--- config.mk ---
export PLATFORM = sky130hd
export DESIGN_NAME = inst_fetch_unit
export DESIGN_NICKNAME = d
export VERILOG_FILES = /design/src/rtl/inst_fetch_unit.sv
export SDC_FILE = /design/constraint.sdc
export NUM_CORES = 1
export LEC_CHECK = 0
export ABC_AREA = 1
export BUFFER_PORTS_ARGS = -buffer_cell sky130_fd_sc_hd__buf_2
export CORE_UTILIZATION = 48
export CTS_CLUSTER_SIZE = 14
export DETAILED_ROUTE_END_ITERATION = 6
export MAX_ROUTING_LAYER = met4
export PLACE_DENSITY_LB_ADDON = 0.08
export SLEW_MARGIN = 20
export SYNTH_ARGS = -nofsm -noshare
export SYNTH_HDL_FRONTEND = slang
export SYNTH_SLANG_ARGS = --single-unit
--- constraint.sdc ---
create_clock -name clk -period 2.3 [get_ports clk]
set_input_delay 0.46 -clock clk [delete_from_list [all_inputs] [get_ports clk]]
set_output_delay 0.46 -clock clk [all_outputs]
set_load 0.1 [all_outputs]
--- src/rtl/inst_fetch_unit.sv ---
// inst_fetch_unit: PC register, ROM address drive and in-order fetch queue
// feeding decode over valid/ready; redirects flush the queue and reload PC.
// Ports: clk, rst_n (sync, active-low), rom_addr/rom_inst (combinational
// ROM), redirect_valid/redirect_pc, id_ready/id_valid/id_inst/id_pc/
// id_pc_next (decode handshake).
// Optional macro IFU_NOP_SQUASH_EN: all-zero ROM words are skipped
// (PC still advances) so they never reach decode.
module inst_fetch_unit #(
    parameter int            AW       = 6,
    parameter int            DW       = 32,
    parameter int            QDEPTH   = 2,
    parameter logic [AW-1:0] RESET_PC = AW'(1)
) (
    input  logic          clk,
    input  logic          rst_n,
    output logic [AW-1:0] rom_addr,
    input  logic [DW-1:0] rom_inst,
    input  logic          redirect_valid,
    input  logic [AW-1:0] redirect_pc,
    input  logic          id_ready,
    output logic          id_valid,
    output logic [DW-1:0] id_inst,
    output logic [AW-1:0] id_pc,
    output logic [AW-1:0] id_pc_next
);

    localparam int PW = $clog2(QDEPTH);
    localparam int CW = PW + 1;
    localparam logic [CW-1:0] FULL = CW'(QDEPTH);

    logic [AW-1:0] pc_q, pc_d;
    logic [PW-1:0] rptr_q, rptr_d;
    logic [PW-1:0] wptr_q, wptr_d;
    logic [CW-1:0] count_q, count_d;
    logic [DW-1:0] inst_q [QDEPTH];
    logic [AW-1:0] ipc_q  [QDEPTH];

    logic pop;
    logic adv;
    logic wr;

    assign rom_addr   = pc_q;
    assign id_valid   = (count_q != '0);
    assign id_inst    = inst_q[rptr_q];
    assign id_pc      = ipc_q[rptr_q];
    assign id_pc_next = id_pc + AW'(1);

    assign pop = id_valid && id_ready;
    // A slot frees up this cycle if the head is being popped.
    assign adv = !redirect_valid && ((count_q < FULL) || pop);

`ifdef IFU_NOP_SQUASH_EN
    // Zero words consume a fetch slot in PC terms but are never stored.
    assign wr = adv && (rom_inst != '0);
`else
    assign wr = adv;
`endif

    always_comb begin
        pc_d    = pc_q;
        rptr_d  = rptr_q;
        wptr_d  = wptr_q;
        count_d = count_q;
        if (redirect_valid) begin
            pc_d    = redirect_pc;
            rptr_d  = '0;
            wptr_d  = '0;
            count_d = '0;
        end else begin
            if (adv) pc_d = pc_q + AW'(1);
            if (wr)  wptr_d = wptr_q + PW'(1);
            if (pop) rptr_d = rptr_q + PW'(1);
            if (wr && !pop) begin
                count_d = count_q + CW'(1);
            end else if (!wr && pop) begin
                count_d = count_q - CW'(1);
            end
        end
    end

    always_ff @(posedge clk) begin
        if (!rst_n) begin
            pc_q    <= RESET_PC;
            rptr_q  <= '0;
            wptr_q  <= '0;
            count_q <= '0;
            for (int i = 0; i < QDEPTH; i++) begin
                inst_q[i] <= '0;
                ipc_q[i]  <= '0;
            end
        end else begin
            pc_q    <= pc_d;
            rptr_q  <= rptr_d;
            wptr_q  <= wptr_d;
            count_q <= count_d;
            if (wr) begin
                inst_q[wptr_q] <= rom_inst;
                ipc_q[wptr_q]  <= pc_q;
            end
        end
    end

endmodule

==> results of run 1 <==
cells in the final DEF (no fill, tap or decap), drive strengths merged, types with 2 or more instances in the layout:
cell	netlist	routed
xnor2	2	2
clkinvlp	0	2
nor2	82	82
ha	3	3
o21ai	14	14
dfxtp	11	11
buf	13	106
nand3	13	13
nand2	24	24
or2	2	2
nand4	3	3
xor2	2	2
bufinv	0	3
mux2	33	33
inv	54	54
a21oi	11	11
clkbuf	0	9
edfxtp	76	76
clkinv	0	2
flip-flops by register name, summed over array words and instances, names as in the netlist, named ones only:
signal / cells
inst_q: 64
ipc_q: 12
rom_addr: 6
rptr_q: 1
wptr_q: 1
count_q: 2
area by class of cell:
cell class	instances	share of cell area
clock buffers	9	0.02460
repair buffers	106	0.1369
clock inverters	7	0.02361
flip-flops and latches	87	0.4978
multi-input cells	192	0.2507
well taps	102	0.02535
inverters	54	0.04100
critical path, stage by stage (launching register included):
cell and delay, ns:
dfxtp_4 0.39, buf_6 0.14, o21ai_4 0.20, clkinvlp_4 0.15
ha_4 0.20, nand3_4 0.11, xnor2_4 0.13, buf_12 0.19
through the flow:
| step | hold slack [ns] | TNS (ns) | instance area, um2 | setup slack, ns | util |
|---|---|---|---|---|---|
| after detailed placement | 0.4740 | 0 | 4703 | 0.2144 | 0.6024 |
| after global routing | 0.3698 | -0.1845 | 5035 | -0.09382 | 0.6449 |
| after floorplan | 0.4474 | -2.718 | 4035 | -0.8821 | - |
| after global placement | 0.4487 | 0 | 4703 | 0.2491 | 0.6024 |
| after CTS | 0.3326 | -0.03702 | 4969 | -0.02215 | 0.6364 |
| final | 0.3465 | -0.02181 | 5035 | -0.02181 | 0.6449 |
what timing repair did:
| action | in CTS | in global routing |
|---|---|---|
| buffers inserted | 2 | 5 |
| pin swaps | 1 | 5 |
| setup endpoints to repair | 11 | 21 |
| hold endpoints to repair | 0 | 0 |
| gates resized for setup | 2 | 7 |
where the power goes:
part	total [mW]	internal (mW)	switching (mW)
sequential	1.86	1.82	0.0401
clock	1.26	0.723	0.536
combinational	1.13	0.255	0.878
per-layer routing:
metal	global-route usage	share of wire
met1	0.2393	0.43
met2	0.3165	0.51
met3	0.03400	0.044
met4	0.08594	0.017
met5	-	0
worst min-delay path by stage:
stage | startpoint | to | slack (ns) | cells after the start
2_1_floorplan | rptr_q | register | 0.45 | 2
3_3_place_gp | rptr_q | register | 0.45 | 2
3_5_place_dp | rptr_q | register | 0.47 | 2
4_1_cts | redirect_pc[0] | rom_addr[0] | 0.33 | 3
5_1_grt | redirect_pc[0] | rom_addr[0] | 0.37 | 3
6_report | redirect_pc[0] | rom_addr[0] | 0.35 | 3
kinds of logic after synthesis:
| kind of cell | Yosys count | synth area share |
|---|---|---|
| and+or+nand+nor | 125 | 0.1319 |
| DFF | 87 | 0.6402 |
| buffers and inverters | 67 | 0.07394 |
| muxes | 34 | 0.09763 |
| AOI/OAI and AO/OA | 26 | 0.03777 |
| xor gates and xnor gates | 4 | 0.008965 |
| adders and majority gates | 3 | 0.009604 |
==> results.tsv, run 1 <==
metric	value	unit
critPathMaxFanout	8	
grt.total_usage	0.1946	
insertion_delay	0.35	ns
fin_nets	495	
synth_area_leader_cell	edfxtp_1	
p_leak	2.259	nW
ant_nets	0	
netlist_top_cells_count	81 x nor2_1, 76 x edfxtp_1, 54 x inv_1, 33 x mux2_2, 23 x nand2_1	
diodes	0	
initial_core_util	0.5006	
crit_required	1.84	ns
maxSlewViolCount	0	
drive_gt1_frac	0.3912	
drtIter0Drc	137	
fin_skew	0.008779	ns
area_growth	28.81	%
final_cell_count_no_fill	557	
timing.final.ws_setup	-0.02181	ns
cts_num_sinks	87	
synth_edf_count	76	
fill_cells	642	
cts_tree	built	
hold_buffers	0	
powerDensity	845.1	mW/mm2
clockRootBuffer	clkbuf_8	
hold_class	input pin to register	
synth_top_area_share	0.5839	
synth_most_common_cell	nor2_1	
r2r-end	count_q[1]	
avgSynthCellArea	11.30	um2
antenna_found_initial	0	
rsz0062_at_grt	yes	
end_kind	output port	
multi_input_area	0.001262	mm2
ys_ff_latch	87	
yosysSeqAreaShare	0.6402	
timing.fmax	0.4307	GHz
cp-start-kind	register	
syn_inst	346	
setup_viol	1	
ys_types	26	
drt_wl_total	7595	um
reg2reg_depth	7	
peakVddDrop	638.7	uV
yosys_warnings	0	
core_area	0.007807	mm2
timing.rr.start	count_q[1]	
post-route-drc-count	0	
crit_type	register to output port	
place_hpwl	4776	um
io_buffers	92	
yosys_most_used_dff	edfxtp_1	
grt_overflow_total	0	
dpl.cell_count	534	
period_minus_slack	2.322	ns
yosys-top-cells-area	edfxtp_1 58%, mux2_2 9.5%, nor2_1 7.8%	
finalCritPeriodShare	1.009	
status	finished, violations left	
hold_viol_final	0	
grt_pass1_wl	11940	um
grt_max_degree	39	
worst_pin_slew	0.5012	ns
gp_congestion	0.7898	
relSlewSlack	0.6682	
cap_viol_max_count	0	
cts.clk_slew.worst_paths	0.09	ns
cts_buffers	9	
worstSetupEndpoint	id_pc_next[4]	
regArea	0.002506	mm2
die-area	0.008508	mm2
first_pass_iters	5	
total_power	4.255	mW
synth_area	0.003909	mm2
fp.dieH	92.24	um
wl_per_cell	13.64	um
reg2reg_setup_slack	0.48	ns
synthArstFlopShare	0	
cp_data_arrival_time	1.86	ns
via_count	2724	
routed_via_density	4.890	
fp.dieW	92.24	um
violations	negative setup slack	
grt_pass1_vias	2482	
synthesis.nets	391	
cts.htree.levels	3	
ios	93	
clock_path_buffers	2	
num_rows	32	
No activity file was read; power rests on OpenSTA's default activity.
==> run 2: changes to the inputs <==
--- a/config.mk
+++ b/config.mk
@@ -7,10 +7,9 @@
 export LEC_CHECK = 0
 export ABC_AREA = 1
 export BUFFER_PORTS_ARGS = -buffer_cell sky130_fd_sc_hd__buf_2
-export CORE_UTILIZATION = 48
+export CORE_UTILIZATION = 53
 export CTS_CLUSTER_SIZE = 14
 export DETAILED_ROUTE_END_ITERATION = 6
-export MAX_ROUTING_LAYER = met4
 export PLACE_DENSITY_LB_ADDON = 0.08
 export SLEW_MARGIN = 20
 export SYNTH_ARGS = -nofsm -noshare
==> constraint.sdc (replaced) <==
create_clock -name clk -period 2.47 [get_ports clk]
set_input_delay 0.247 -clock clk [delete_from_list [all_inputs] [get_ports clk]]
set_output_delay 0.247 -clock clk [all_outputs]
set_load 0.1 [all_outputs]
==> run 2 against run 1 <==
The flow now finishes without violations; clock power shrank 13%; count of clock-buffer cells in the layout did not move; non-clock buffer count shrank 9; wire length down 5.6%; design area fell by 3.8%; combinational power fell by 11%; sequential cell count is the same; die area is 9.2% lower; sequential share of layout area increased by 1.9 points; critical path depth decreased by 3; sequential power decreased by 6%; final cell count decreased by 2.7%; critical endpoint is now id_pc[5]; largest power group unchanged.
==> results.tsv, run 2 (same netlist as run 1, synthesis figures left out) <==
metric	value	unit	change
status	finished, final reports clean		
antenna_found_initial	0		unchanged
io_buffers	92		unchanged
crit_buf_inv	3		unchanged
largest_reg_flops	64		unchanged
fin_nets	486		-1.8%
regArea	0.002504	mm2	about the same
slowest_delay	0.49	ns	+0.10 ns
comb_power_share	0.262		-0.004
peakVddDrop	469.4	uV	-27%
crit_chain	buf_4 > o21ai_0 > inv_1 > buf_2		
clock_path_buffers	2		unchanged
powerDensity	793.9	mW/mm2	-6.1%
p_int	2.486	mW	-11%
final_area	0.004845	mm2	-3.8%
cts.clk_slew.worst_paths	0.08	ns	about the same
ios	93		unchanged
num_rows	30		-6.3%
first_pass_iters	4		-1
pre_cts_ws	0.5455	ns	+0.3311 ns
fin_skew	0.008360	ns	-0.0004189 ns
routed_via_density	4.863		-0.55%
cts_num_sinks	87		unchanged
cp_data_arrival_time	2.02	ns	+0.16 ns
seqPwrFrac	0.452		+0.014
critPathMaxFanout	34		+26
end_kind	output port		
switchingPower	1.360	mW	-6.4%
grt_max_degree	39		unchanged
core_area	0.006944	mm2	-11%
clockRootBuffer	clkbuf_8		
wl_per_cell	13.23	um	-3.0%
postCtsResizedCells	0		-2
die-area	0.007722	mm2	-9.2%
final_cell_mix	88 x buf_2, 81 x nor2_1, 76 x edfxtp_1, 53 x inv_1, 33 x mux2_2		
cts.htree.levels	3		unchanged
via_count	2636		-3.2%
worst_pin_slew	0.5023	ns	+0.001166 ns
timing.fmax	0.4402	GHz	
drt_wl_total	7171	um	-5.6%
drtIter0Drc	124		-9.5%
ant_nets	0		unchanged
post-route-drc-count	0		unchanged
multi_input_area	0.001206	mm2	-4.5%
timing.final.ws_setup	0.1985	ns	+0.2203 ns
area_growth	23.94	%	
setup_viol	0		-1
cts_buffers	9		unchanged
period_minus_slack	2.271	ns	
grt_overflow_total	0		unchanged
grt_pass1_wl	10940	um	-8.4%
initial_core_util	0.5629		+0.06224
hold_buffers	0		unchanged
drive_gt1_frac	0.3700		-0.02125
fp.dieW	87.88	um	-4.7%
final_common_cell	buf_2		
swShare	0.3537		+0.01204
grt.total_usage	0.1957		+0.001120
crit_required	2.22	ns	+0.38 ns
reg2reg_setup_slack	0.66	ns	+0.18 ns
top_register	inst_q		
power.share.clock	0.286		-0.010
grt_pass1_vias	2489		+0.28%
fill_cells	527		-18%
path_delay_family	buffers and inverters		
relSlewSlack	0.6674		-0.0007720
hold_viol_final	0		unchanged
cp-start-kind	register		
gp_congestion	0.7375		-6.6%
cts_tree	built		
finalCritPeriodShare	0.9196		
fin_util	0.6977		+0.05279
place_hpwl	4698	um	-1.6%
cpMaxStageDelayCell	dfxtp_2		
rsz0062_at_grt	no		
maxSlewViolCount	0		unchanged
post_dp_cell_area	0.004619	mm2	-1.8%
diodes	0		unchanged
p_leak	2.185	nW	-3.3%
postCtsSetupBuffers	0		-2
cap_viol_max_count	0		unchanged
fp.dieH	87.88	um	-4.7%
crit_type	register to output port		
insertion_delay	0.35	ns	about the same
hold_class	input pin to register		
[run 2: final timing paths]
path                                     start       endpoint  cells after the start
worst max register to register      count_q[1]  inst_q[0][19]                      5
worst min-delay path            redirect_pc[0]    rom_addr[0]                      3
worst min register to register          rptr_q         rptr_q                      2
worst max-delay path                  register       id_pc[5]                      4
[run 2: cell type report]
cell class | instances | share of cell area
Timing Repair Buffer | 97 | 0.1204
Inverter | 54 | 0.04261
Clock buffer | 9 | 0.02557
Multi-Input combinational cell | 192 | 0.2490
Clock inverter | 7 | 0.02092
Tap cell | 96 | 0.02479
Sequential cell | 87 | 0.5168
[run 2: worst reg2reg max path, stage by stage, from the launching register on]
cell and delay [ns]:
dfxtp_1 0.40, o21ai_4 0.28, nand2_2 0.13, nand3b_2 0.30, buf_4 0.37, nor2_1 0.10
[run 2: routing by layer]
metal / global-route usage / wire length [um] / vias to the layer above
li1: - / - / 1335
met5: 0 / 0 / -
met2: 0.3693 / 3984 / 62
met1: 0.2089 / 2742 / 1227
met3: 0.02922 / 287 / 12
met4: 0.1058 / 157 / 0
[run 2: power groups by stage]
stage	logic, mW	clock network, mW	registers, mW
after floorplan	0.772	0	1.83
after detailed placement	1.01	0	1.77
final	1.01	1.10	1.74
after CTS	1.02	1.12	1.74
after global placement	1.00	0	1.77
after global routing	1.05	1.16	1.75
[run 2: stage by stage]
stage	setup TNS, ns	power [mW]	std cells	hold WS, ns
2_1_floorplan	-1.805	2.598	346	0.3854
3_3_place_gp	0	2.769	526	0.4573
3_5_place_dp	0	2.784	526	0.4698
4_1_cts	0	3.871	542	0.1314
5_1_grt	0	3.961	542	0.1549
6_report	0	3.846	542	0.1467
